--- config.mk ---
export PLATFORM = sky130hd
export DESIGN_NAME = execute_stage_pipe_flat
export DESIGN_NICKNAME = d
export VERILOG_FILES = /design/src/rtl/execute_stage_pipe_if.sv /design/src/rtl/execute_stage_pipe.sv /design/src/flat_wrapper.sv
export SDC_FILE = /design/constraint.sdc
export NUM_CORES = 2
export LEC_CHECK = 0
export BUFFER_PORTS_ARGS = -buffer_cell sky130_fd_sc_hd__clkbuf_2
export CORE_MARGIN = 2
export CORE_UTILIZATION = 45
export CTS_BUF_LIST = sky130_fd_sc_hd__clkbuf_4 sky130_fd_sc_hd__clkbuf_8
export DETAILED_ROUTE_END_ITERATION = 8
export PLACE_DENSITY = 0.6
export SYNTH_ARGS = -nofsm -noshare
export SYNTH_HDL_FRONTEND = slang
export SYNTH_SLANG_ARGS = --single-unit
--- constraint.sdc ---
create_clock -name clk_i -period 7.7 [get_ports clk_i]
set_input_delay 0.385 -clock clk_i [delete_from_list [all_inputs] [get_ports clk_i]]
set_output_delay 0.385 -clock clk_i [all_outputs]
set_load 0.01 [all_outputs]
--- src/rtl/execute_stage_pipe_if.sv ---
// Handshake and data bundle between decode, the execute stage and memory.
// The master side is the decode/memory environment; the slave side is the stage.
interface execute_stage_pipe_if #(
    parameter int DATA_W = 64
);
    logic              in_valid_i;
    logic              in_ready_o;
    logic [3:0]        icode_i;
    logic [3:0]        ifun_i;
    logic [DATA_W-1:0] valA_i;
    logic [DATA_W-1:0] valB_i;
    logic [DATA_W-1:0] valC_i;
    logic              set_cc_en_i;
    logic              flush_i;
    logic              out_valid_o;
    logic              out_ready_i;
    logic [3:0]        out_icode_o;
    logic [DATA_W-1:0] out_valE_o;
    logic [DATA_W-1:0] out_valA_o;
    logic              out_cnd_o;
    logic [2:0]        cc_o;
    logic              busy_o;

    modport master (
        output in_valid_i, icode_i, ifun_i, valA_i, valB_i, valC_i,
               set_cc_en_i, flush_i, out_ready_i,
        input  in_ready_o, out_valid_o, out_icode_o, out_valE_o, out_valA_o,
               out_cnd_o, cc_o, busy_o
    );

    modport slave (
        input  in_valid_i, icode_i, ifun_i, valA_i, valB_i, valC_i,
               set_cc_en_i, flush_i, out_ready_i,
        output in_ready_o, out_valid_o, out_icode_o, out_valE_o, out_valA_o,
               out_cnd_o, cc_o, busy_o
    );
endinterface

--- src/rtl/execute_stage_pipe.sv ---
// Registered Y86 execute stage: computes valE and Cnd, owns the condition
// codes, buffers one result toward memory and runs an optional iterative
// shift-add multiplier for mulq, which makes latency variable.
module execute_stage_pipe #(
    parameter int DATA_W   = 64,
    parameter int STK_STEP = 8,
    parameter bit MUL_EN   = 1'b1
) (
    input logic            clk_i,
    input logic            rst_n_i,
    execute_stage_pipe_if.slave bus
);
    localparam int                 MSB      = DATA_W - 1;
    localparam int                 CNT_W    = $clog2(DATA_W);
    localparam logic [CNT_W-1:0]   CNT_LAST = CNT_W'(DATA_W - 1);
    localparam logic [DATA_W-1:0]  STEP     = DATA_W'(STK_STEP);

    localparam logic [3:0] I_RRMOV = 4'h2;
    localparam logic [3:0] I_IRMOV = 4'h3;
    localparam logic [3:0] I_RMMOV = 4'h4;
    localparam logic [3:0] I_MRMOV = 4'h5;
    localparam logic [3:0] I_ALU   = 4'h6;
    localparam logic [3:0] I_JXX   = 4'h7;
    localparam logic [3:0] I_CALL  = 4'h8;
    localparam logic [3:0] I_RET   = 4'h9;
    localparam logic [3:0] I_PUSH  = 4'hA;
    localparam logic [3:0] I_POP   = 4'hB;

    typedef enum logic {IDLE, MUL} state_t;

    state_t             state_q, state_d;
    logic               vld_p1;
    logic [3:0]         icode_p1;
    logic [DATA_W-1:0]  vale_p1;
    logic [DATA_W-1:0]  vala_p1;
    logic               cnd_p1;
    logic [2:0]         cc_q;           // {ZF, SF, OF}
    logic [CNT_W-1:0]   mul_cnt;
    logic [DATA_W-1:0]  mul_mcand;
    logic [DATA_W-1:0]  mul_mplier;
    logic [DATA_W-1:0]  mul_acc;
    logic [DATA_W-1:0]  mul_vala;
    logic [DATA_W-1:0]  mul_final;

    logic               out_free;
    logic               ready;
    logic               accept;
    logic               is_mul;
    logic               load_single;
    logic               alu_cc_upd;
    logic               mul_done;
    logic [DATA_W-1:0]  alu_res_p0;
    logic [DATA_W-1:0]  vale_p0;
    logic               ovf_p0;
    logic               cnd_p0;

    // ALU operation, valB op valA; undefined functions yield zero.
    function automatic logic [DATA_W-1:0] alu_op(input logic [3:0] fn,
                                                 input logic [DATA_W-1:0] a,
                                                 input logic [DATA_W-1:0] b);
        case (fn)
            4'h0:    alu_op = b + a;
            4'h1:    alu_op = b - a;
            4'h2:    alu_op = b & a;
            4'h3:    alu_op = b ^ a;
            default: alu_op = '0;
        endcase
    endfunction

    // Two's-complement overflow for add and sub; logic ops never overflow.
    function automatic logic alu_ovf(input logic [3:0] fn,
                                     input logic signed [DATA_W-1:0] a,
                                     input logic signed [DATA_W-1:0] b,
                                     input logic signed [DATA_W-1:0] r);
        case (fn)
            4'h0:    alu_ovf = (a[MSB] == b[MSB]) && (r[MSB] != a[MSB]);
            4'h1:    alu_ovf = (a[MSB] != b[MSB]) && (r[MSB] != b[MSB]);
            default: alu_ovf = 1'b0;
        endcase
    endfunction

    // Branch/cmov condition from the CC register.
    function automatic logic cond_met(input logic [3:0] fn, input logic [2:0] cc);
        logic zf, sf, of;
        zf = cc[2];
        sf = cc[1];
        of = cc[0];
        case (fn)
            4'h0:    cond_met = 1'b1;
            4'h1:    cond_met = (sf ^ of) | zf;
            4'h2:    cond_met = sf ^ of;
            4'h3:    cond_met = zf;
            4'h4:    cond_met = !zf;
            4'h5:    cond_met = !(sf ^ of);
            4'h6:    cond_met = !(sf ^ of) && !zf;
            default: cond_met = 1'b0;
        endcase
    endfunction

    // valE selection by instruction class; arithmetic wraps modulo 2^DATA_W.
    function automatic logic [DATA_W-1:0] exec_vale(input logic [3:0] ic,
                                                    input logic [DATA_W-1:0] a,
                                                    input logic [DATA_W-1:0] b,
                                                    input logic [DATA_W-1:0] c,
                                                    input logic [DATA_W-1:0] alu_r);
        case (ic)
            I_ALU:            exec_vale = alu_r;
            I_RRMOV:          exec_vale = a;
            I_IRMOV:          exec_vale = c;
            I_RMMOV, I_MRMOV: exec_vale = b + c;
            I_PUSH, I_CALL:   exec_vale = b - STEP;
            I_POP, I_RET:     exec_vale = b + STEP;
            default:          exec_vale = '0;
        endcase
    endfunction

    // ---- stage p0: combinational execute of the presented instruction ----
    assign out_free    = !vld_p1 || bus.out_ready_i;
    assign ready       = (state_q == IDLE) && !bus.flush_i && out_free;
    assign accept      = bus.in_valid_i && ready;
    assign is_mul      = MUL_EN && (bus.icode_i == I_ALU) && (bus.ifun_i == 4'h4);
    assign load_single = accept && !is_mul;
    assign alu_cc_upd  = load_single && (bus.icode_i == I_ALU) && (bus.ifun_i <= 4'h3)
                         && bus.set_cc_en_i;
    assign alu_res_p0  = alu_op(bus.ifun_i, bus.valA_i, bus.valB_i);
    assign ovf_p0      = alu_ovf(bus.ifun_i, bus.valA_i, bus.valB_i, alu_res_p0);
    assign vale_p0     = exec_vale(bus.icode_i, bus.valA_i, bus.valB_i, bus.valC_i, alu_res_p0);
    assign cnd_p0      = ((bus.icode_i == I_RRMOV) || (bus.icode_i == I_JXX))
                         ? cond_met(bus.ifun_i, cc_q) : 1'b0;

    // The last multiplier step folds its partial product directly into the result.
    assign mul_final   = mul_acc + (mul_mplier[0] ? mul_mcand : '0);
    assign mul_done    = (state_q == MUL) && (mul_cnt == CNT_LAST) && out_free && !bus.flush_i;

    // Next-state logic: flush always returns to IDLE.
    always_comb begin
        state_d = state_q;
        if (bus.flush_i) begin
            state_d = IDLE;
        end else begin
            case (state_q)
                IDLE:    if (accept && is_mul) state_d = MUL;
                MUL:     if (mul_done) state_d = IDLE;
                default: state_d = IDLE;
            endcase
        end
    end

    // ---- stage p1: state, CC and output register ----
    // Control state, condition codes and the one-entry output register.
    always_ff @(posedge clk_i or negedge rst_n_i) begin
        if (!rst_n_i) begin
            state_q  <= IDLE;
            vld_p1   <= 1'b0;
            icode_p1 <= '0;
            vale_p1  <= '0;
            vala_p1  <= '0;
            cnd_p1   <= 1'b0;
            cc_q     <= 3'b100;
            mul_cnt  <= '0;
        end else begin
            state_q <= state_d;
            if (accept && is_mul) begin
                mul_cnt <= '0;
            end else if ((state_q == MUL) && (mul_cnt != CNT_LAST)) begin
                mul_cnt <= mul_cnt + 1'b1;
            end
            if (bus.flush_i) begin
                vld_p1 <= 1'b0;
            end else if (load_single) begin
                vld_p1   <= 1'b1;
                icode_p1 <= bus.icode_i;
                vale_p1  <= vale_p0;
                vala_p1  <= bus.valA_i;
                cnd_p1   <= cnd_p0;
            end else if (mul_done) begin
                vld_p1   <= 1'b1;
                icode_p1 <= I_ALU;
                vale_p1  <= mul_final;
                vala_p1  <= mul_vala;
                cnd_p1   <= 1'b0;
            end else if (bus.out_ready_i) begin
                vld_p1 <= 1'b0;
            end
            if (alu_cc_upd) begin
                cc_q <= {alu_res_p0 == '0, alu_res_p0[MSB], ovf_p0};
            end else if (mul_done && bus.set_cc_en_i) begin
                cc_q <= {mul_final == '0, mul_final[MSB], 1'b0};
            end
        end
    end

    // Shift-add multiplier datapath: one multiplier bit consumed per cycle.
    always_ff @(posedge clk_i) begin
        if (accept && is_mul) begin
            mul_mcand  <= bus.valA_i;
            mul_mplier <= bus.valB_i;
            mul_acc    <= '0;
            mul_vala   <= bus.valA_i;
        end else if ((state_q == MUL) && (mul_cnt != CNT_LAST)) begin
            mul_acc    <= mul_acc + (mul_mplier[0] ? mul_mcand : '0);
            mul_mcand  <= mul_mcand << 1;
            mul_mplier <= mul_mplier >> 1;
        end
    end

    assign bus.in_ready_o  = ready;
    assign bus.out_valid_o = vld_p1;
    assign bus.out_icode_o = icode_p1;
    assign bus.out_valE_o  = vale_p1;
    assign bus.out_valA_o  = vala_p1;
    assign bus.out_cnd_o   = cnd_p1;
    assign bus.cc_o        = cc_q;
    assign bus.busy_o      = (state_q == MUL);
endmodule

--- src/flat_wrapper.sv ---
// flat-port wrapper written by rule: the top's interface ports become plain ports
module execute_stage_pipe_flat 
#(
    parameter int DATA_W   = 64,
    parameter int STK_STEP = 8,
    parameter bit MUL_EN   = 1'b1
)
  (clk_i, rst_n_i, bus_in_valid_i, bus_icode_i, bus_ifun_i, bus_valA_i, bus_valB_i, bus_valC_i, bus_set_cc_en_i, bus_flush_i, bus_out_ready_i, bus_in_ready_o, bus_out_valid_o, bus_out_icode_o, bus_out_valE_o, bus_out_valA_o, bus_out_cnd_o, bus_cc_o, bus_busy_o);
  execute_stage_pipe_if #(.DATA_W(DATA_W)) bus_i ();
  input logic clk_i;
  input logic rst_n_i;
  input wire logic [$bits(bus_i.in_valid_i)-1:0] bus_in_valid_i;
  input wire logic [$bits(bus_i.icode_i)-1:0] bus_icode_i;
  input wire logic [$bits(bus_i.ifun_i)-1:0] bus_ifun_i;
  input wire logic [$bits(bus_i.valA_i)-1:0] bus_valA_i;
  input wire logic [$bits(bus_i.valB_i)-1:0] bus_valB_i;
  input wire logic [$bits(bus_i.valC_i)-1:0] bus_valC_i;
  input wire logic [$bits(bus_i.set_cc_en_i)-1:0] bus_set_cc_en_i;
  input wire logic [$bits(bus_i.flush_i)-1:0] bus_flush_i;
  input wire logic [$bits(bus_i.out_ready_i)-1:0] bus_out_ready_i;
  output wire logic [$bits(bus_i.in_ready_o)-1:0] bus_in_ready_o;
  output wire logic [$bits(bus_i.out_valid_o)-1:0] bus_out_valid_o;
  output wire logic [$bits(bus_i.out_icode_o)-1:0] bus_out_icode_o;
  output wire logic [$bits(bus_i.out_valE_o)-1:0] bus_out_valE_o;
  output wire logic [$bits(bus_i.out_valA_o)-1:0] bus_out_valA_o;
  output wire logic [$bits(bus_i.out_cnd_o)-1:0] bus_out_cnd_o;
  output wire logic [$bits(bus_i.cc_o)-1:0] bus_cc_o;
  output wire logic [$bits(bus_i.busy_o)-1:0] bus_busy_o;
  assign bus_i.in_valid_i = bus_in_valid_i;
  assign bus_i.icode_i = bus_icode_i;
  assign bus_i.ifun_i = bus_ifun_i;
  assign bus_i.valA_i = bus_valA_i;
  assign bus_i.valB_i = bus_valB_i;
  assign bus_i.valC_i = bus_valC_i;
  assign bus_i.set_cc_en_i = bus_set_cc_en_i;
  assign bus_i.flush_i = bus_flush_i;
  assign bus_i.out_ready_i = bus_out_ready_i;
  assign bus_in_ready_o = bus_i.in_ready_o;
  assign bus_out_valid_o = bus_i.out_valid_o;
  assign bus_out_icode_o = bus_i.out_icode_o;
  assign bus_out_valE_o = bus_i.out_valE_o;
  assign bus_out_valA_o = bus_i.out_valA_o;
  assign bus_out_cnd_o = bus_i.out_cnd_o;
  assign bus_cc_o = bus_i.cc_o;
  assign bus_busy_o = bus_i.busy_o;
  execute_stage_pipe #(.DATA_W(DATA_W), .STK_STEP(STK_STEP), .MUL_EN(MUL_EN)) u_core (.clk_i(clk_i), .rst_n_i(rst_n_i), .bus(bus_i));
endmodule
==> run metrics <==
Max Transition Viols Final 3; Min-Delay Path Class in2reg; Worst path most repeated cell nand2_1; Starting Density 45.43%; CP startpoint kind input pin; Top FF cell, synth edfxtp_1; failing checks design-rule violations, max-capacitance violations, max-slew violations; DR pass1 iterations 9; CTS tree done; Iter 0 DRT Violations around 4k; leakage around 18 nW; Die W approximately 290 um; critical path's slowest cell dlygate4sd3_1; first-pass GRT wire length 231000 um; hpwl dp roughly 120000 um; Area contributors post-synth edfxtp_1 16%, ha_1 11%, dfrtp_1 9.8%; Num CTS Buffers 75; initial antenna violation count 10; Final ANT Viol Nets 0; Pwr Density roughly 170 nW/um2; worst path bufs/invs 3; Chip Height just under 300 um; Synth warnings 0; unrepaired setup endpoints after global routing false; number of global-route vias before repair about 35k; worst slew pin tran 1.548 ns; final instance area 40840 um2; core area 80420 um2; maximum root-to-sink buffer count 3; Cells after Synth between 4k and 5k; # Max-Cap Violations 1; final core utilization between 50% and 60%; #FFs+latches synth 400; num ports 345; dpl cells around 5.8k; final cell count without fillers around 6k; # rows between 100 and 150; Worst EP arrival 7.84 ns; clk sink count 400; highest clock rate roughly 140 MHz; Die ar. ~83000 um2; total stage count of the critical path 30; Syn Nets about 5.1k; Rel. slew slack -5.885%; worst-case reg-to-reg path depth 17; grt ovf 0; netlist area before placement approximately 37000 um2; Reg2Reg Setup Slack 1.49 ns; net total in the final layout between 5k and 6k; crit path time final 7.233 ns; Buffers on Ports approximately 340; beginning of the critical path bus_valA_i[0]; Async SR Flop Fraction ~36%; origin of the critical flop-to-flop path u_core.mul_mplier[0]$_DFFE_PP_; worst skew pair latency around 0.74 ns; crit path capture type flop; status complete, but fails checks; slowest cell delay on critical path 0.53 ns; period utilization between 90% and 100%; DR vias/cell between 6 and 7; sequential element share of the synthesized area ~30%; clk slew on worst S/H paths roughly 0.06 ns; Netlist cell types 100; skew final approximately 0.066 ns; CP max FO 11; Placer Congestion around 1.0; setup_tns 0 ns; Vias ~38k; largest net degree at the start of global routing ~120; area grow syn2layout 11.79%; setup ws final between 0.4 and 0.5 ns; post-CTS setup buffers 0; pre-CTS setup slack 0.3916 ns; CP endpoint u_core.bus.cc_o[2]$_DFFE_PN1P_; Yosys top cell area share between 15 and 20%; Placed Area 39160 um2; Post-synth EDFFs around 190; Final Setup Violations 0; R2R Path End u_core.bus.cc_o[2]$_DFFE_PN1P_; CP delay by family, top simple AND/OR/NAND/NOR gates; total global-route track usage between 30 and 40%; Mean Syn Cell Area between 7 and 8 um2; fill count between 8k and 9k; largest area contributor in the netlist edfxtp_1; DRC Markers 10; layout cells sized above 1 12.68%; Final Hold Fails 0; Peak VDD IR roughly 0.13 mV; CTS H-tree lvls 3; Critical Path RT just over 8 ns; crit path kind in2reg; drt wl/cell 26.66 um; CTS root buf clkbuf_8; Post-Route WL 157900 um
-- cells by family after synthesis --
family                   synth area share, %
AO/OA/AOI/OAI                          25.99
adder cells (fa/ha/maj)                11.00
flip-flops                             29.16
buffers and inverters                  3.528
AND/OR/NAND/NOR                        21.60
multiplexers                           2.000
XOR/XNOR                               6.716
-- cell usage after synthesis, types with 16 or more instances --
| library cell | number |
|---|---|
| xor2_1 | 130 |
| or3_1 | 24 |
| nor2b_1 | 36 |
| o21a_1 | 35 |
| o31ai_1 | 33 |
| and2_1 | 80 |
| nor2_1 | 336 |
| xnor2_1 | 147 |
| dfrtp_1 | 143 |
| o22a_1 | 24 |
| o211ai_1 | 28 |
| nand3_1 | 86 |
| mux2i_1 | 64 |
| nor3_1 | 64 |
| a221oi_1 | 16 |
| a211oi_1 | 36 |
| a21oi_1 | 395 |
| o221ai_1 | 22 |
| o21bai_1 | 36 |
| buf_1 | 17 |
| nand2_1 | 835 |
| inv_1 | 61 |
| a22o_1 | 27 |
| edfxtp_1 | 192 |
| ha_1 | 314 |
| nand2b_1 | 30 |
| a22oi_1 | 16 |
| o22ai_1 | 27 |
| o21ai_1 | 38 |
| o21ai_0 | 245 |
| nand4_1 | 74 |
| a21o_1 | 189 |
| nor4_1 | 22 |
| a222oi_1 | 48 |
| dfxtp_1 | 64 |
| and3_1 | 40 |
| a31oi_1 | 105 |
| clkbuf_1 | 252 |
-- where the power goes --
part	internal [mW]	total [mW]	switching, mW	leakage [nW]
logic	0.801	2.24	1.44	13.2
registers	2.35	2.43	0.0802	3.80
clock network	1.26	2.31	1.05	0.873
total	4.41	6.98	2.57	17.8
-- cell type report --
| cell class | instances | area, um2 | share of cell area (%) |
|---|---|---|---|
| Sequential cell | 400 | 10650 | 26.08 |
| Multi-Input combinational cell | 3845 | 24710 | 60.51 |
| Tap cell | 1060 | 1326 | 3.248 |
| Timing Repair Buffer | 414 | 2281 | 5.585 |
| Antenna cell | 4 | 10.01 | 0.02451 |
| Inverter | 61 | 239.0 | 0.5852 |
| Clock buffer | 118 | 1418 | 3.471 |
| Clock inverter | 21 | 203.9 | 0.4994 |
-- cells in the final DEF, fill, tap and decap left out, drive strengths merged, types with 17 or more instances in the layout --
| master | n |
|---|---|
| nand2 | 835 |
| clkbuf | 460 |
| a21oi | 395 |
| nor2 | 336 |
| ha | 314 |
| o21ai | 283 |
| edfxtp | 192 |
| a21o | 189 |
| xnor2 | 148 |
| dfrtp | 143 |
| xor2 | 130 |
| a31oi | 106 |
| nand3 | 87 |
| and2 | 80 |
| nand4 | 74 |
| inv | 68 |
| buf | 67 |
| nor3 | 66 |
| mux2i | 64 |
| dfxtp | 64 |
| a222oi | 48 |
| and3 | 41 |
| a211oi | 36 |
| o21bai | 36 |
| nor2b | 36 |
| o21a | 35 |
| o31ai | 34 |
| nand2b | 30 |
| o211ai | 29 |
| o22ai | 27 |
| a22o | 27 |
| nor4 | 25 |
| or3 | 24 |
| o22a | 24 |
| o221ai | 22 |
| or2 | 22 |
| a2111oi | 18 |
| a221oi | 17 |
| a21boi | 17 |
-- sequential cells by signal, indices dropped and copies added (netlist names) --
name / count
u_core.bus.out_valA_o: 64
u_core.bus.out_valE_o: 64
u_core.mul_acc: 64
u_core.mul_mcand: 64
u_core.mul_mplier: 64
u_core.mul_vala: 64
u_core.mul_cnt: 6
u_core.bus.out_icode_o: 4
u_core.bus.cc_o: 3
u_core.bus.busy_o: 1
u_core.bus.out_cnd_o: 1
u_core.bus.out_valid_o: 1
-- per-layer routing --
metal	vias to the layer above	global-route usage (%)	part of all wire [%]
li1	17390	-	-
met1	18220	53.36	45
met2	1818	53.85	42
met3	269	9.661	11
met4	8	10.44	3.0
met5	-	0	0.035
-- worst min path at each step --
stage                          startpoint                                     to  cells after the start
final                     bus_out_ready_i     u_core.bus.out_valid_o$_DFFE_PN0P_                      4
after CTS                 bus_out_ready_i     u_core.bus.out_valid_o$_DFFE_PN0P_                      4
after global placement            rst_n_i  u_core.bus.out_valA_o[49]$_DFFE_PN0P_                      1
after detailed placement          rst_n_i  u_core.bus.out_valA_o[57]$_DFFE_PN0P_                      1
after global routing       bus_valA_i[29]          u_core.mul_vala[29]$_DFFE_PP_                      1
after floorplan                   rst_n_i            u_core.bus.busy_o$_DFF_PN0_                      0
-- repair_timing --
action / in CTS / in global routing
hold buffers: 5 / 0
resized for setup: 0 / 1
hold endpoints to repair: 59 / 0
setup endpoints to repair: 0 / 1
-- metrics by stage --
step / power [mW] / hold WS [ns]
final: 6.976 / 0.03884
after global routing: 7.276 / 0.03500
after CTS: 6.947 / 0.005155
after detailed placement: 4.633 / 0.4186
after global placement: 4.642 / 0.4198
after floorplan: 3.813 / 0.08941
-- worst reg2reg max path, cell delays in order (launching register included) --
cell and delay, ns:
edfxtp_1 0.69, buf_4 0.46, and2_1 0.22, ha_1 0.28, and3_1 0.27, nand3_1 0.17
a2111oi_0 0.73, buf_4 0.25, o21ai_0 0.17, a21o_1 0.23, xor2_1 0.31, o21ai_0 0.22
or4_1 0.46, nor4_1 0.56, nand4b_1 0.24, nor4_1 0.63, a21oi_1 0.12, o31ai_1 0.10
(Power assumes the default switching activity.)
